File: config.mk
export PLATFORM = sky130hd
export DESIGN_NAME = spart_driver
export DESIGN_NICKNAME = d
export VERILOG_FILES = /design/src/rtl/spart_driver.sv
export SDC_FILE = /design/constraint.sdc
export NUM_CORES = 1
export LEC_CHECK = 0
export ABC_AREA = 1
export CAP_MARGIN = 25
export CORE_UTILIZATION = 50
export CTS_BUF_LIST = sky130_fd_sc_hd__clkbuf_8
export DETAILED_ROUTE_END_ITERATION = 10
export PLACE_DENSITY = 0.83
export SYNTH_ARGS = -nofsm -noshare
export SYNTH_HDL_FRONTEND = slang
export SYNTH_SLANG_ARGS = --single-unit
File: constraint.sdc
create_clock -name i_clk -period 2.1 [get_ports i_clk]
set_input_delay 0.315 -clock i_clk [delete_from_list [all_inputs] [get_ports i_clk]]
set_output_delay 0.315 -clock i_clk [all_outputs]
set_load 0.05 [all_outputs]
File: src/rtl/spart_driver.sv
// SPART echo driver: loads the baud divisor for br_cfg, then echoes each received byte back out.
// Optional macro SPART_DRV_RECFG_EN: reload the divisor when br_cfg settles on a new value.
//
// state      | meaning
// -----------+------------------------------------------------------------
// S_CFG_LO   | write divisor low byte to ioaddr 10 (held idle until first edge after reset)
// S_CFG_HI   | write divisor high byte to ioaddr 11
// S_WAIT_RDA | idle, waiting for received data
// S_RD       | read strobe on ioaddr 00, byte captured into hold register
// S_WAIT_TBR | idle with a held byte, waiting for transmit buffer ready
// S_WR       | write held byte to ioaddr 00, bump echo count
module spart_driver #(
    parameter int SETTLE_CYC = 4
) (
    input  logic       i_clk,
    input  logic       i_rst_n,
    input  logic [1:0] i_br_cfg,
    input  logic       i_rda,
    input  logic       i_tbr,
    input  logic [7:0] i_databus_in,
    output logic       o_iocs,
    output logic       o_iorw,
    output logic [1:0] o_ioaddr,
    output logic [7:0] o_databus_out,
    output logic       o_cfg_done,
    output logic [7:0] o_echo_cnt
);

    typedef enum logic [2:0] {
        S_CFG_LO,
        S_CFG_HI,
        S_WAIT_RDA,
        S_RD,
        S_WAIT_TBR,
        S_WR
    } state_t;

    state_t      r_state;
    state_t      w_next;
    logic        r_started;
    logic        r_cfg_done;
    logic [1:0]  r_cfg;
    logic [7:0]  r_hold;
    logic [7:0]  r_echo_cnt;
    logic [15:0] w_div;
    logic        w_pend;
    logic        w_resume;
    logic        w_settle_hit;
    logic        w_enter_cfg;

    always_comb begin
        w_div = 16'h0516;
        case (r_cfg)
            2'b00:   w_div = 16'h0516;
            2'b01:   w_div = 16'h028B;
            2'b10:   w_div = 16'h0145;
            default: w_div = 16'h00A2;
        endcase
    end

    assign w_enter_cfg = w_pend && ((r_state == S_WAIT_RDA) || (r_state == S_WAIT_TBR));

    always_comb begin
        w_next = r_state;
        case (r_state)
            S_CFG_LO:   if (r_started) w_next = S_CFG_HI;
            S_CFG_HI:   w_next = w_resume ? S_WAIT_TBR : S_WAIT_RDA;
            S_WAIT_RDA: begin
                if (w_pend)     w_next = S_CFG_LO;
                else if (i_rda) w_next = S_RD;
            end
            S_RD:       w_next = S_WAIT_TBR;
            S_WAIT_TBR: begin
                if (w_pend)     w_next = S_CFG_LO;
                else if (i_tbr) w_next = S_WR;
            end
            S_WR:       w_next = S_WAIT_RDA;
            default:    w_next = S_CFG_LO;
        endcase
    end

    // r_started keeps the bus quiet in the cycle between reset release and the first edge.
    always_comb begin
        o_iocs        = 1'b0;
        o_iorw        = 1'b1;
        o_ioaddr      = 2'b00;
        o_databus_out = 8'h00;
        if (r_started) begin
            case (r_state)
                S_CFG_LO: begin
                    o_iocs        = 1'b1;
                    o_iorw        = 1'b0;
                    o_ioaddr      = 2'b10;
                    o_databus_out = w_div[7:0];
                end
                S_CFG_HI: begin
                    o_iocs        = 1'b1;
                    o_iorw        = 1'b0;
                    o_ioaddr      = 2'b11;
                    o_databus_out = w_div[15:8];
                end
                S_RD: begin
                    o_iocs = 1'b1;
                end
                S_WR: begin
                    o_iocs        = 1'b1;
                    o_iorw        = 1'b0;
                    o_databus_out = r_hold;
                end
                default: ;
            endcase
        end
    end

    always_ff @(posedge i_clk or negedge i_rst_n) begin
        if (!i_rst_n) begin
            r_state    <= S_CFG_LO;
            r_started  <= 1'b0;
            r_cfg      <= 2'b00;
            r_cfg_done <= 1'b0;
            r_hold     <= 8'h00;
            r_echo_cnt <= 8'h00;
        end else begin
            r_state   <= w_next;
            r_started <= 1'b1;
            // Divisor select latched once per configuration pass so LO/HI always match.
            if (!r_started || w_enter_cfg)
                r_cfg <= i_br_cfg;
            if (w_settle_hit)
                r_cfg_done <= 1'b0;
            else if (r_state == S_CFG_HI)
                r_cfg_done <= 1'b1;
            if (r_state == S_RD)
                r_hold <= i_databus_in;
            if (r_state == S_WR)
                r_echo_cnt <= r_echo_cnt + 8'h01;
        end
    end

`ifdef SPART_DRV_RECFG_EN
    localparam int CW = (SETTLE_CYC < 1) ? 1 : $clog2(SETTLE_CYC + 1);
    localparam logic [CW-1:0] SETTLE_MAX = CW'(SETTLE_CYC);

    logic [CW-1:0] r_settle;
    logic [CW-1:0] w_settle_nxt;
    logic [1:0]    r_prev_cfg;
    logic          r_pend;
    logic          r_resume;

    // Count consecutive cycles of one stable value that differs from the loaded one.
    always_comb begin
        w_settle_nxt = '0;
        if (r_cfg_done && (i_br_cfg != r_cfg)) begin
            if ((r_settle != '0) && (i_br_cfg == r_prev_cfg))
                w_settle_nxt = (r_settle == SETTLE_MAX) ? r_settle : r_settle + 1'b1;
            else
                w_settle_nxt = CW'(1);
        end
    end

    assign w_settle_hit = (w_settle_nxt == SETTLE_MAX) && (r_settle != SETTLE_MAX);
    assign w_pend       = r_pend;
    assign w_resume     = r_resume;

    always_ff @(posedge i_clk or negedge i_rst_n) begin
        if (!i_rst_n) begin
            r_settle   <= '0;
            r_prev_cfg <= 2'b00;
            r_pend     <= 1'b0;
            r_resume   <= 1'b0;
        end else begin
            r_settle   <= w_settle_nxt;
            r_prev_cfg <= i_br_cfg;
            if (w_settle_hit)
                r_pend <= 1'b1;
            else if (w_enter_cfg)
                r_pend <= 1'b0;
            // Remember a pending transmit so it resumes after the divisor reload.
            if (w_enter_cfg)
                r_resume <= (r_state == S_WAIT_TBR);
            else if (r_state == S_CFG_HI)
                r_resume <= 1'b0;
        end
    end
`else
    assign w_settle_hit = 1'b0;
    assign w_pend       = 1'b0;
    assign w_resume     = 1'b0;
`endif

    assign o_cfg_done = r_cfg_done;
    assign o_echo_cnt = r_echo_cnt;

endmodule

==> metrics.md, run 1 <==
| Metric | Value |
|---|---|
| Worst setup path start | r_state[1] |
| Reg power frac | 32.4% |
| Comb power frac | 55.4% |
| Fmax | 0.4981 GHz |
| Top fanout value on the critical path | 7 |
| Antenna Nets Post-Route | 0 |
| Drt total wl | 2878 um |
| Remaining routing DRC violations | 0 |
| Clock Tree Root | clkbuf_8 |
| Sinks on Clock Net | 23 |
| Clock insertion delay at the later pin of the skew report | 260 ps |
| Syn avg cell area | 7.582 um2 |
| Post-synthesis instance total | 168 |
| Final-report setup violation count | 0 |
| Count of different cell masters after synthesis | 22 |
| IO Pins | 35 |
| Top flip-flop cell by instance count after synthesis | dfrtp_1 |
| Worst Hold Class | input pin to asynchronous set/reset pin |
| Num rows | 17 |
| Quantity of I/O buffers inserted on ports | 34 |
| Post-Synth XOR/XNOR Area | 2.063% |
| Commonest non-fill, non-tap cell in the layout | nand2_1 |
| Worst supply voltage drop on vdd | 0.001004 V |
| Net count, final | 233 |
| Area of all sequential standard cells | 579.3 um2 |
| Pin count of the biggest net entering global routing | 24 |
| Number of synthesized flops with an enable pin | 0 |
| Sw Pwr | 1012 uW |
| Kind of end point of the critical path | output pin |
| Vias/cell | 5.050 |
| Max-cap violations | 0 |
| Seq cells post-synth | 23 |
| CTS HTree Levels | 1 |
| Estimated wirelength of the detail-placed design | 2024 um |
| Fraction of the mapped netlist area in adder cells | 6.876% |
| Max-slew violations | 0 |
| Arrival time at the worst endpoint | 1690 ps |
| Portion of netlist area occupied by mux cells | 0% |
| R2r setup slk | 530 ps |
| Via count of the first global-routing pass | 1105 |
| Fraction of final layout cells sized beyond drive strength 1 | 17.54% |
| Clock transition at the registers of the reported paths | 80 ps |
| Antenna fix cells | 0 |
| Min setup slack post-route | 92.57 ps |
| Internal power | 1216 uW |
| Final-layout fill cell count | 147 |
| Die Span X | 52.47 um |
| Launching element type of the critical path | flip-flop |
| Die H | 52.47 um |
| Effective utilization at floorplan | 55.45% |
| Switching part of the total power | 45.42% |
| Number of vias after detailed routing | 1207 |
| Transition time at the pin with the least slew margin | 501.2 ps |
| Synth area leader | dfrtp_1 |
| Critical Setup Path Class | flip-flop to output pin |
| Area overhead of the layout relative to synthesis | 45.78% |
| Yosys warns | 0 |
| Final clock skew | 2.302 ps |
| Gpl congestion | 0.8721 |
| Die footprint | 2753 um2 |
| Minimum clock period | 2007 ps |
| Dominant combinational cell family by area after synthesis | simple AND/OR/NAND/NOR gates |
| Number of buffers created by CTS | 3 |
| Clock tree from TritonCTS | yes |
| Worst Reg-to-Reg Cells | 8 |
| Data required time of the worst path | 1780 ps |
| Global Route Usage Sum | 23.14% |
| Core area | 2297 um2 |
| Cell Area, Synth | 1274 um2 |
| Share of the clock period used by the worst path | 95.59% |
| Multi-input gate area in the final layout | 623.1 um2 |
| Synth top area cells | dfrtp_1 45%, nand2_1 16%, ha_1 6.9% |
| Wire length of the first global-routing pass | 4671 um |
| Final Hold Fails | 0 |
| Share of async-settable or async-resettable flops after synthesis | 100.0% |
| Synth Area in Compound Gates | 8.448% |
| Net count of the mapped netlist | 189 |
| CTS Hold Buffers Added | 0 |
| Normalized max-slew margin | 66.48% |
| Placement-stage cell area | 1744 um2 |
| Simple-gate share of the synthesized area | 28.88% |
| Final instance area | 1857 um2 |
| Critical register-to-register path endpoint | o_echo_cnt[4] |
| Outcome | finished, final reports clean |
| Top cell type's share of synthesized area | 45.19% |
| Top library cells by usage in the layout, fill and taps aside | 55 x nand2_1, 22 x inv_1, 22 x clkdlybuf4s50_1, 20 x dfrtp_1, 15 x nor2_1 |
| Initial DRC count | 45 |
| Setup slack after placement | 296.9 ps |
| Remaining global-route overflow | 0 |
| Static leakage | 0.0009014 uW |
| Iteration count of the initial detailed-routing pass | 5 |
| Detail-routed net length per standard cell | 12.04 um |
| Initial antenna violation count | 0 |
| Cell Pwr Density | 1200 nW/um2 |
| Bufs on Longest Clock Path | 2 |
| Portion of the post-synthesis area used by sequential elements | 45.19% |
| Destination of the critical timing path | o_databus_out[4] |
| RR Startpoint | r_state[1] |
| Fraction of power consumed by the clock network | 12.1% |
[cell usage after synthesis, types with 2 or more instances]
master / n
a21oi_1: 5
o21ai_0: 15
xnor2_1: 2
ha_1: 7
clkbuf_1: 2
dfrtp_1: 23
nand3_1: 6
inv_2: 2
inv_1: 21
nand2_1: 55
nand3b_1: 2
nor3_1: 2
nor2_1: 16
nor2_2: 2
[kinds of logic (layout without fill, tap and decap cells)]
group,Yosys count,in the layout
AND/OR/NAND/NOR,87,88
buffers and inverters,26,68
AO/OA/AOI/OAI,21,21
flip-flops,23,23
adder cells (fa/ha/maj),7,7
other,1,1
XOR/XNOR,3,3
[stage by stage]
step | setup TNS [ps] | instances | util [%] | power (uW) | hold WS (ps)
floorplan | 0 | 168 | - | 1401 | 19.41
global placement | 0 | 229 | 75.93 | 1819 | 447.0
detailed placement | 0 | 229 | 75.93 | 1840 | 461.1
CTS | 0 | 233 | 78.32 | 2127 | 411.1
global route | -17.96 | 239 | 80.83 | 2368 | 425.4
finish | 0 | 239 | 80.83 | 2228 | 400.3
[metal layers]
metal  GRT usage, %  wire length [um]  up-vias  share of wire, %
li1               -                 -      604                 -
met1          25.87              1221      557                42
met2          41.98              1482       42                51
met3          6.377               141        4               4.9
met4          7.018                33        0               1.1
met5              0                 0        -                 0
[critical path, stage by stage, from the launching register on]
cell	delay, ps
dfrtp_2	460
inv_2	90
nand2_1	90
nor2_4	190
buf_4	170
nand2_1	60
a21oi_2	200
buf_12	160
[timing repair]
| item | 4_1_cts | 5_1_grt |
|---|---|---|
| pin swaps | 0 | 3 |
| setup buffers | 0 | 5 |
| gates resized for setup | 2 | 8 |
| setup endpoints to repair | 2 | 6 |
| cloned | 0 | 1 |
[worst min-delay path by stage]
stage                            end  slack, ps  cells past startpoint
after CTS                 r_state[2]        410                      2
after detailed placement  o_cfg_done        460                      2
after global routing      r_state[2]        430                      2
after global placement    o_cfg_done        450                      2
final                     r_state[2]        400                      2
after floorplan           o_cfg_done         20                      0
[registers in the layout, summed over array words and instances (netlist names)]
name        count
o_cfg_done      1
r_started       1
r_state         3
r_hold          8
o_echo_cnt      8
r_cfg           2
[power by group through the flow]
stage | clock network, uW | registers (uW) | logic (uW)
finish | 270 | 723 | 1240
global route | 297 | 738 | 1330
CTS | 274 | 708 | 1150
detailed placement | 0 | 713 | 1130
global placement | 0 | 709 | 1110
floorplan | 0 | 785 | 616
[area by class of cell]
type	instances	area share, %
inverters	23	4.650
repair buffers	41	26.28
clock buffers	3	2.224
well taps	28	1.887
flip-flops and latches	23	31.20
clock inverters	1	0.2022
multi-input cells	120	33.56
(Power assumes the default switching activity.)
==> run 2: changes to the inputs <==
--- a/config.mk
+++ b/config.mk
@@ -6,5 +6,5 @@
 export NUM_CORES = 1
 export LEC_CHECK = 0
-export ABC_AREA = 1
+export ABC_CLOCK_PERIOD_IN_PS = 2100
 export CAP_MARGIN = 25
 export CORE_UTILIZATION = 50
==> constraint.sdc (replaced) <==
create_clock -name i_clk -period 2.1 [get_ports i_clk]
set_input_delay 0.315 -clock i_clk [delete_from_list [all_inputs] [get_ports i_clk]]
set_output_delay 0.315 -clock i_clk [all_outputs]
set_load 0.1 [all_outputs]
==> run 2 against run 1 <==
Against the previous run: the flow now finishes with violations (negative setup slack); clock skew barely moved; sequential share of layout area rose by 0.51 points; area after synthesis fell by 4.2%; via count fell by 18%; wire length fell by 1.6%; global-route usage rose by 1.7 points.
==> metrics.md, run 2 <==
| Metric | Value |
|---|---|
| Number of synthesized flops with an enable pin | 0 (unchanged) |
| Die Span X | 51.40 um (-2.0%) |
| Fin Setup TNS | -127.1 ps (-127.1 ps) |
| Simple-gate share of the synthesized area | 15.59% (-13 points) |
| Sw Pwr | 1305 uW (+29%) |
| Minimum clock period | 2168 ps (+160.7 ps) |
| Net count, final | 174 (-25%) |
| Quantity of I/O buffers inserted on ports | 34 (unchanged) |
| Kind of end point of the critical path | output pin |
| Vias/cell | 5.500 (+8.9%) |
| CP max-delay cell | or4_1 |
| Static leakage | 0.0008358 uW (-7.3%) |
| Sinks on Clock Net | 23 (unchanged) |
| Arrival time at the worst endpoint | 1850 ps (+160 ps) |
| Max-slew violations | 0 (unchanged) |
| Post-synthesis instance total | 111 (-34%) |
| Transition time at the pin with the least slew margin | 564.8 ps (+63.58 ps) |
| Outcome | finished, violations left |
| Remaining global-route overflow | 0 (unchanged) |
| Share of the clock period used by the worst path | 103.2% (+7.7 points) |
| Antenna fix cells | 0 (unchanged) |
| Top fanout value on the critical path | 5 (-2) |
| Bufs on Longest Clock Path | 2 (unchanged) |
| Multi-input gate area in the final layout | 648.1 um2 (+4.0%) |
| Final-layout fill cell count | 137 (-6.8%) |
| Gpl congestion | 0.8815 (+1.1%) |
| CP cell instances | ha_2, or4_1, a21oi_2, buf_12 |
| Internal power | 1296 uW (+6.5%) |
| Dominant combinational cell family by area after synthesis | simple AND/OR/NAND/NOR gates |
| Fraction of met1 tracks used by global routing | 32.63% (+6.8 points) |
| RSZ-0062 raised after global routing | true |
| Critical Setup Path Class | flip-flop to output pin |
| Min setup slack post-route | -68.11 ps (-160.7 ps) |
| Number of vias after detailed routing | 990 (-18%) |
| Clock transition at the registers of the reported paths | 90 ps (about the same) |
| Utilization after layout | 80.85% (about the same) |
| Comb power frac | 61.8% (+6.4 points) |
| Synth top area cells | dfrtp_1 47%, mux2_2 10%, ha_1 7.2% |
| Initial antenna violation count | 0 (unchanged) |
| Share of async-settable or async-resettable flops after synthesis | 100.0% (unchanged) |
| Yosys warns | 0 (unchanged) |
| Drt total wl | 2831 um (-1.6%) |
| Cell Pwr Density | 1427 nW/um2 (+19%) |
| Seq cells post-synth | 23 (unchanged) |
| Violated checks | negative setup slack |
| Fraction of the mapped netlist area in adder cells | 7.179% (+0.30 points) |
| Met3 usage | 4.464% (-1.9 points) |
| Pin count of the biggest net entering global routing | 24 (unchanged) |
| Met2 Resource Use GR | 42.64% (+0.66 points) |
| Post-route non-filler standard cell count | 180 (-25%) |
| Detail-routed net length per standard cell | 15.73 um (+31%) |
| Top library cells by usage in the layout, fill and taps aside | 21 x dfrtp_1, 17 x buf_4, 13 x clkdlybuf4s50_1, 12 x buf_12, 11 x mux2_2 |
| Core area | 2255 um2 (-1.9%) |
| Die footprint | 2641 um2 (-4.1%) |
| Clock insertion delay at the later pin of the skew report | 260 ps (about the same) |
| Delay contributed by the slowest stage of the critical path | 510 ps (+50 ps) |
| Via count of the first global-routing pass | 1048 (-5.2%) |
| Synth top cells by count | 23 x dfrtp_1, 11 x mux2_2, 8 x nor2_1, 7 x a21oi_1, 7 x ha_1 |
| Top cell type's share of synthesized area | 47.18% (+2.0 points) |
| Busiest layer in global routing | met2 |
| Initial DRC count | 15 (-67%) |
| Worst Reg-to-Reg Cells | 4 (-4) |
| Final Hold Fails | 0 (unchanged) |
| Cell with the most instances after synthesis | dfrtp_1 |
| Die H | 51.40 um (-2.0%) |
| Launching element type of the critical path | flip-flop |
| Final clock skew | 2.536 ps (+0.2339 ps) |
| Synth area leader | dfrtp_1 |
| Reg power frac | 27.4% (-5.0 points) |
| RR Startpoint | r_state[0] |
| Synth Area in Compound Gates | 11.08% (+2.6 points) |
| Wire length of the first global-routing pass | 4788 um (+2.5%) |
| Setup slack after placement | 175.9 ps (-121.0 ps) |
| Area of all sequential standard cells | 578.1 um2 (-0.22%) |
| Remaining routing DRC violations | 0 (unchanged) |
| Worst Hold Class | input pin to asynchronous set/reset pin |
| Antenna Nets Post-Route | 0 (unchanged) |
| IO Pins | 35 (unchanged) |
| Number of buffers created by CTS | 3 (unchanged) |
| Post-route total power | 2601 uW (+17%) |
| Net count of the mapped netlist | 132 (-30%) |
| Portion of netlist area occupied by mux cells | 10.15% (+10 points) |
| Estimated wirelength of the detail-placed design | 2111 um (+4.3%) |
| Placed cell count | 172 (-25%) |
| Max-cap violations | 0 (unchanged) |
| Count of different cell masters after synthesis | 32 (+45%) |
| Syn avg cell area | 10.99 um2 (+45%) |
| Effective utilization at floorplan | 54.11% (-1.3 points) |
| Num rows | 17 (unchanged) |
| Post-Synth XOR/XNOR Area | 5.026% (+3.0 points) |
| Clock Tree Root | clkbuf_8 |
| Clock tree from TritonCTS | yes |
| Fmax | 0.4612 GHz (-7.4%) |
| Fraction of final layout cells sized beyond drive strength 1 | 38.82% (+21 points) |
| Data required time of the worst path | 1780 ps (about the same) |
| Switching part of the total power | 50.19% (+4.8 points) |
| CTS Hold Buffers Added | 0 (unchanged) |
| Portion of the post-synthesis area used by sequential elements | 47.18% (+2.0 points) |
| Critical register-to-register path endpoint | o_echo_cnt[7] |
| Final-report setup violation count | 2 (+2) |
| Iteration count of the initial detailed-routing pass | 4 (-1) |
| Area overhead of the layout relative to synthesis | 49.44% |
| Worst supply voltage drop on vdd | 0.001470 V (+46%) |
| Global Route Usage Sum | 24.83% (+1.7 points) |
| Normalized max-slew margin | 62.35% (-4.1 points) |
| Top flip-flop cell by instance count after synthesis | dfrtp_1 |
| Fraction of power consumed by the clock network | 10.8% (-1.3 points) |
| Cell Area, Synth | 1220 um2 (-4.2%) |
| R2r setup slk | 680 ps (+150 ps) |
| Commonest non-fill, non-tap cell in the layout | dfrtp_1 |
| CTS HTree Levels | 1 (unchanged) |
## run 2: changes by cell type in the layout (fill, tap and decap cells not counted), moves of 8 or more
cell | previous run | this run
buf_4 | 9 | 17
clkdlybuf4s50_1 | 22 | 13
inv_1 | 22 | 1
mux2_2 | 0 | 11
nand2_1 | 55 | 5
o21ai_0 | 13 | 2
## run 2: area by class of cell
cell class / instances / share of cell area [%]
inverters: 4 / 0.8236
well taps: 28 / 1.922
repair buffers: 42 / 27.32
clock inverters: 1 / 0.4118
multi-input cells: 79 / 35.55
flip-flops and latches: 23 / 31.71
clock buffers: 3 / 2.265
## run 2: metal layers
metal	vias to the layer above	part of all wire (%)
met4	0	0.28
met2	23	52
met3	2	3.0
met1	496	45
li1	469	-
met5	-	0
## run 2: stage by stage
| step | instance area, um2 | hold WS, ps |
|---|---|---|
| 2_1_floorplan | 1245 | 19.41 |
| 3_3_place_gp | 1720 | 457.1 |
| 3_5_place_dp | 1720 | 461.9 |
| 4_1_cts | 1822 | 402.6 |
| 5_1_grt | 1823 | 416.9 |
| 6_report | 1823 | 391.7 |
## run 2: worst max path at each step
| stage | depth (start not counted) | to | from |
|---|---|---|---|
| 2_1_floorplan | 4 | o_databus_out[1] | r_state[1] |
| 3_3_place_gp | 6 | o_databus_out[2] | r_cfg[0] |
| 3_5_place_dp | 6 | o_databus_out[2] | r_cfg[0] |
| 4_1_cts | 6 | o_databus_out[2] | r_cfg[0] |
| 5_1_grt | 6 | o_databus_out[2] | r_cfg[0] |
| 6_report | 4 | o_databus_out[0] | r_cfg[1] |
## run 2: worst max-delay path: cells and delay by family, from the launching register on
family	cells	cell delay, ps
simple gates	1	510
fa+ha+maj	1	210
buf+inv	1	200
compound gates	1	200
flops	1	460
## run 2: logic make-up (layout without fill, tap and decap cells)
logic type,after synthesis,count (layout)
adders and majority gates,7,7
other,1,1
AOI/OAI and AO/OA,20,20
DFF,23,23
buffers and inverters,9,50
xor gates and xnor gates,7,7
muxes,11,11
and+or+nand+nor,33,33
## run 2: repair_timing
item / in CTS / in global routing
gates resized for setup: 8 / 1
setup buffers: 4 / 0
pin swaps: 2 / 0
endpoints found under the setup margin: 8 / 4
hold endpoints to repair: 0 / 0
## run 2: power groups by stage
stage          clock network, uW  registers, uW  logic, uW
6_report                     282            713       1610
5_1_grt                      302            733       1690
4_1_cts                      286            710       1610
3_5_place_dp                   0            712       1580
3_3_place_gp                   0            701       1560
2_1_floorplan                  0            827        969
